[src/rtl/key_matrix_emu.sv]
// Keypad matrix emulator: queued key requests are "pressed" by pulling the
// requested column low whenever the scanner drives the key's row, held for
// HOLD_CYCLES and followed by a GAP_CYCLES forced release.
module key_matrix_emu #(
    parameter int HOLD_CYCLES = 64,
    parameter int GAP_CYCLES  = 64,
    parameter int DEPTH       = 4
) (
    input  logic       clk,
    input  logic       rst,
    input  logic [3:0] hl,
    output logic [3:0] vl,
    input  logic       key_valid,
    input  logic [3:0] key_code,
    output logic       key_ready,
    output logic       busy,
    output logic       done,
    output logic [4:0] level
);

    localparam int PW = $clog2(DEPTH);

    typedef enum logic [1:0] {IDLE, PRESS, GAP} state_t;

    state_t        state, state_nxt;
    logic [15:0]   cnt, cnt_nxt;
    logic [3:0]    act, act_nxt;
    logic [3:0]    mem [DEPTH];
    logic [PW-1:0] wr_ptr, rd_ptr;
    logic          push, pop;

    assign key_ready = (level != 5'(DEPTH));
    assign push      = key_valid & key_ready;
    // The FSM only takes a new key from IDLE, so a pop never hits the slot
    // being written in the same cycle (level would be 0).
    assign pop       = (state == IDLE) && (level != 5'd0);

    // Queue pointers and occupancy; pointers wrap naturally (DEPTH is 2^PW).
    always_ff @(posedge clk or negedge rst) begin
        if (!rst) begin
            wr_ptr <= '0;
            rd_ptr <= '0;
            level  <= '0;
        end else begin
            if (push) wr_ptr <= wr_ptr + 1'b1;
            if (pop)  rd_ptr <= rd_ptr + 1'b1;
            case ({push, pop})
                2'b10:   level <= level + 5'd1;
                2'b01:   level <= level - 5'd1;
                default: ;
            endcase
        end
    end

    // Queue storage; contents are meaningless until written, so no reset.
    always_ff @(posedge clk) begin
        if (push) mem[wr_ptr] <= key_code;
    end

    // FSM state, dwell counter and active key registers.
    always_ff @(posedge clk or negedge rst) begin
        if (!rst) begin
            state <= IDLE;
            cnt   <= '0;
            act   <= '0;
        end else begin
            state <= state_nxt;
            cnt   <= cnt_nxt;
            act   <= act_nxt;
        end
    end

    // Next-state: counter holds the remaining cycles of the current phase,
    // so a phase loaded with N lasts exactly N cycles (terminal count is 1).
    always_comb begin
        state_nxt = state;
        cnt_nxt   = cnt;
        act_nxt   = act;
        case (state)
            IDLE: begin
                if (pop) begin
                    act_nxt   = mem[rd_ptr];
                    cnt_nxt   = 16'(HOLD_CYCLES);
                    state_nxt = PRESS;
                end
            end
            PRESS: begin
                if (cnt == 16'd1) begin
                    cnt_nxt   = 16'(GAP_CYCLES);
                    state_nxt = GAP;
                end else begin
                    cnt_nxt = cnt - 16'd1;
                end
            end
            GAP: begin
                if (cnt == 16'd1) begin
                    cnt_nxt   = '0;
                    state_nxt = IDLE;
                end else begin
                    cnt_nxt = cnt - 16'd1;
                end
            end
            default: begin
                cnt_nxt   = '0;
                state_nxt = IDLE;
            end
        endcase
    end

    assign done = (state == GAP) && (cnt == 16'd1);
    assign busy = (state != IDLE) || (level != 5'd0);

    // Column sense: only the active key's column, only while its row is driven.
    always_comb begin
        vl = 4'b1111;
        if ((state == PRESS) && !hl[act[3:2]]) vl[act[1:0]] = 1'b0;
    end

endmodule

[config.mk]
export PLATFORM = sky130hd
export DESIGN_NAME = key_matrix_emu
export DESIGN_NICKNAME = d
export VERILOG_FILES = /design/src/rtl/key_matrix_emu.sv
export SDC_FILE = /design/constraint.sdc
export NUM_CORES = 1
export LEC_CHECK = 0
export ABC_AREA = 1
export CORE_ASPECT_RATIO = 1.5
export CORE_MARGIN = 2
export CORE_UTILIZATION = 50
export DETAILED_ROUTE_END_ITERATION = 16
export PLACE_DENSITY = 0.74
export SYNTH_ARGS = -nofsm -noshare
export SYNTH_HDL_FRONTEND = slang
export SYNTH_SLANG_ARGS = --single-unit
[constraint.sdc]
create_clock -name clk -period 1.9 [get_ports clk]
set_input_delay 0.38 -clock clk [delete_from_list [all_inputs] [get_ports clk]]
set_output_delay 0.38 -clock clk [all_outputs]
set_load 0.05 [all_outputs]
* After elaboration in Yosys (flattened, before gate mapping)
Memory sizes are Yosys's and may differ from the RTL's. A register that Yosys moved wholly into a read port is not among the register bits.
Cells that the tools add are included.
** Operators by class
- Add/sub/neg operators :: 5
- Order comparisons :: 3
- Eq/ne operators :: 9
- Muxes and demuxes :: 16
- Bitwise logic cells :: 2
- Reduce and logical (&&, ||, !) cells :: 13
** Operator list (count)
- $mux 16 :: 3
- $pmux 16 s3 :: 1
- $eq 16x1->1 const B :: 1
- $sub 16x1->16 const B :: 1
- $pmux 5 s2 :: 1
- $lt 2x3->1 const B :: 2
- $mux 2 :: 3
- $ne 2x2->1 const B :: 3
- $pmux 2 s3 :: 1
- $add 5x1->5 const B :: 1
- $ne 5x3->1 const B :: 1
- $reduce_bool 5->1 :: 1
- $sub 5x1->5 const B :: 1
- $add 2x1->2 const B :: 2
- $eq 2x1->1 const B :: 2
- $eq 2x2->1 const B :: 2
- $logic_and 1x1->1 :: 4
- $mux 1 :: 4
- $mux 4 :: 1
- $not 4->4 :: 1
- $reduce_bool 2->1 :: 2
- $reduce_and 3->1 :: 1
- $bmux 1 s2 :: 1
- $demux 1 s2 :: 1
- 6 further kinds :: 7
** Storage, ports and cells
- Flip-flop bits (word level) :: 27
- Bits in writable memories :: 16
- Input bits :: 11
- Output and inout port bits :: 12
- Logic and storage cells :: 54
- Memories kept :: 1
** Memories
- mem :: depth 4, bits a word 4, rd ports 1, clocked after memory_dff 1, wr ports 1, RTL line 28 : logic [3:0] mem [DEPTH];

* Logic depth before layout (Yosys ltp)
- Depth after elaboration :: 6
- Gate-level depth with buffers :: 15
- Gate-level depth less buffers :: 15

* Worst setup path before layout
No wires, ideal clock.
- Path type :: reg-to-reg
- Start :: register level[1]
- End :: register level[4]
- Library setup time :: 0.123 ns
- Arrival time :: 2.803 ns
- Data required time :: 1.777 ns
- Setup slack :: -1.026 ns
- Cell stages (with the launch flop) :: 15
- Path buffers :: 0
- Period minus slack after synthesis :: 2.926 ns
- Path through :: dfrtp_1 > nor2_2 > nand3_1 > nand2_2 > ha_1 > inv_1 > fa_1 > inv_1 > nand2_1 > nand2_1 > nand2_1 > nand2_1 > nor2_1 > o21ai_0 > nand2_1
** On the way
- Longest elaborated chain between the ends :: 4
- Elaborated cells on any way between the ends :: 10
- Those cells by class :: add/sub: 2; eq/ne: 3; mux: 1; bitwise: 1; reduce/logical: 3
** RTL lines
- from (decl) :: RTL line 18 : output logic [4:0] level
- from (signal assigned) :: RTL line 48 : 2'b10: level <= level + 5'd1;
- from (signal assigned) :: RTL line 49 : 2'b01: level <= level - 5'd1;
- $ne 5x3->1 * :: RTL line 32 : assign key_ready = (level != 5'(DEPTH));
- via key_ready :: RTL line 15 : output logic key_ready,
- $and 1x1->1 * :: RTL line 33 : assign push = key_valid & key_ready;
- $eq 2x1->1 / $eq 2x2->1 (equally long branches) :: RTL line 47 : case ({push, pop})
- $pmux 5 s2 / $reduce_bool 2->1 (equally long branches)
The timed path passes the listed nets; every way through them passes the cells marked *.
A chain may end at the register's enable or synchronous reset.

* Worst setup path in the final report
- Start :: register level[1]
- End :: register level[4]
** On the way
- Longest elaborated chain between the ends :: 4
- Elaborated cells on any way between the ends :: 10
- Those cells by class :: add/sub: 2; eq/ne: 3; mux: 1; bitwise: 1; reduce/logical: 3
** RTL lines (RTL line)
- $ne 5x3->1 / $reduce_bool 5->1 (equally long branches) :: 32, 36
- $and 1x1->1 / $logic_and 1x1->1 (equally long branches) :: 33, 36
- $eq 2x1->1 / $eq 2x2->1 (equally long branches) :: 47
- $pmux 5 s2 / $reduce_bool 2->1 (equally long branches)
Several ways; a longest one is shown, not always the timed one.

==> results.md <==
* Run status: finished, violations left
* Failing checks: negative setup slack
* Synth warnings at 0
* Slew Limit Fails at 0
* Hold Crit Class: input port to async pin
* Total congestion overflow at 0
* Sequence of cells on the critical path: nor2_4 > buf_12 > nand3_4 > nand2_4 > ha_4 > inv_2 > fa_2 > inv_2 > nand2_2 > nand2_1 > nand2_1 > nand2_1 > nor2_1 > o21ai_1 > nand2_1
* Worst setup EP type: register
* Avg Vias per Cell at 4.923
* Root buffer cell: clkbuf_8
* CP most frequent cell: nand2_1
* Area growth, synth to finish at 30.49%
* Pleak at 1.626 nW
* DRT Wirelength at 5082 microns
* Routed len/inst at 11.85 microns
* Final setup violation count at 3
* Layout Skew at 0.007248 ns
* Max_cap viols at 0
* Maximum VDD drop at 0.6923 mV
* Full die area at 0.005712 sq mm
* Fin. Hold Viols at 0
* Setup_tns at -0.1595 ns
* Critical path arrival at 2.19 ns
* Met1 wire length at 1985 microns
* Sequential area share after synthesis at 49.14%
* Worst skew pair latency at 0.31 ns
* Worst slew margin at 72.91%
* GR Util All Layers at 20.27%
* Initial antenna violation count at 0
* # rows at 31
* Detailed Route Iter0 Violations at 98
* Design Power at 2.975 mW
* Vias in the first global route at 2271
* Layout cell share with drive strength beyond 1 at 26.17%
* Post-route cell area at 0.003336 sq mm
* Placed Cells at 410
* Worst R2R End: level[4]
* PwrDens at 892.0 mW/mm^2
* Synth Cell Area at 0.002556 sq mm
* Initial Utilization at 52.30%
* Core area at 0.004887 sq mm
* Die Y at 91.57 microns
* Clock tree buffer depth at 2
* Reg2Reg Launch Point: level[1]
* Critical path buffers and inverters at 3
* Worst path top cell family by delay: simple AND/OR/NAND/NOR gates
* Met2 WL at 2894 microns
* CTS tree: built
* Slowest stage delay, CP at 0.43 ns
* RSZ-0062 raised after global routing: yes
* Clock period minus worst slack at 1.985 ns
* Top layer in use: met4
* Port Buffer Count at 22
* Fin cells at 429
* Largest net degree at the start of global routing at 32
* Critical path data required time at 2.10 ns
* Clock sinks at 47
* Hold Buf Count CTS at 0
* Post-synth cell types at 30
* Post-Place Cell Area at 0.003098 sq mm
* Die Wd at 62.38 microns
* ANT cells at 0
* First-pass GRT wire length at 9246 microns
* Net Count, Synth at 325
* Slowest-stage cell, CP: dfrtp_2
* Ports at 23
* Clk pin slew, worst setup/hold paths at 0.09 ns
* Dpl hpwl at 3761 microns
* Syn Inst Count at 303
* Core Util, Final at 68.25%
* CTS H-tree depth at 2
* Post-synth EDFFs at 16
* Cts bufs inserted at 5
* Most used DFF post-synth: dfrtp_1
* Startpoint Class: register
* NumNets Final at 384
* CP Max Fanout at 4
* Setup ws final at -0.08515 ns
* Routability Congestion at 0.8867
* Highest clock rate at 503.7 MHz
* R2r worst-path depth at 15
* DRC Markers at 0
* Final critical-path share of the clock period at 104.5%
* Most frequent cells in the layout: nand2_1 (61), nor2_1 (52), buf_4 (36), inv_1 (35), dfrtp_1 (26)
* First drt pass iteration count at 4
* FF-to-FF setup slack at -0.09 ns
* Synthesized area per cell at 8.436 sq um
* Metal3 WL at 98 microns
* Fraction of registers with async set/reset at 65.96%
* Most common cell after layout, fill and taps aside: nand2_1
* Via Count at 2112
* ANT nets after route at 0
* Worst Max-Slew Pin Slew at 0.4063 ns
* Critical path type: register to register
* Yosys reg bits at 47
metal layers:
| layer | up-vias | GRT usage (%) |
|---|---|---|
| li1 | 1081 | - |
| met3 | 12 | 3.717 |
| met4 | 0 | 9.815 |
| met2 | 22 | 39.13 |
| met1 | 997 | 20.52 |
| met5 | - | 0 |
report_power, final:
group / switching [mW] / leakage, nW / internal, mW / total (mW)
Sequential: 0.0702 / 0.539 / 1.20 / 1.27
Combinational: 0.614 / 1.04 / 0.455 / 1.07
Clock: 0.366 / 0.0491 / 0.271 / 0.637
Total: 1.05 / 1.63 / 1.93 / 2.98
per-stage QoR:
step	worst slack, ns	hold slack [ns]
after floorplan	-0.3113	0.08441
after global placement	-0.1344	0.5108
after detailed placement	-0.1525	0.5130
after CTS	-0.06813	0.4773
after global routing	-0.1818	0.4980
final	-0.08515	0.4698
cell type report:
type                            instances  area [sq um]
Clock inverter                          3         26.28
Tap cell                               66         82.58
Multi-Input combinational cell        213          1220
Inverter                               40         152.6
Sequential cell                        47          1262
Clock buffer                            5         68.82
Fill cell                             407          1551
Timing Repair Buffer                   55         523.0
logic make-up after synthesis:
family	synth area share [%]
compound gates	7.294
simple gates	28.05
xor+xnor	3.084
fa+ha+maj	5.678
buf+inv	6.755
flops	49.14
cells in the mapped netlist (2+ instances only):
cell type  number  share of area, %
nor3_1          2              0.39
nand4_1         3              0.73
xnor2_1         2              0.69
nor2_1         58               8.5
nand3_1        11               2.2
nor2_2          5               1.2
nand2_1        64               9.4
xor2_1          7               2.4
o21ai_0        25               4.9
nand3b_1        4               1.2
o22ai_1         2              0.49
nand2_2         4              0.98
ha_1           10               4.9
dfrtp_1        31                30
a21oi_1         4              0.78
inv_1          38               5.6
nand2_4         2              0.88
nor2_4          4               1.8
edfxtp_1       16                19
sequential cells by signal, indices dropped and copies added (netlist names):
signal / cells
state: 2
cnt: 16
act: 4
wr_ptr: 2
mem: 16
level: 5
rd_ptr: 2
how the worst max path moves through the flow:
stage	from	endpoint	cells after the start
4_1_cts	level[4]	level[4]	12
2_1_floorplan	level[0]	level[4]	14
3_5_place_dp	key_valid	level[4]	13
3_3_place_gp	key_valid	level[4]	10
5_1_grt	level[1]	level[4]	15
6_report	level[1]	level[4]	15
what timing repair did:
action	in CTS	in global routing
resized for setup	12	8
endpoints found under the setup margin	7	7
cloned	0	0
setup buffers	7	4
pin swaps	10	15
(Power assumes the default switching activity.)
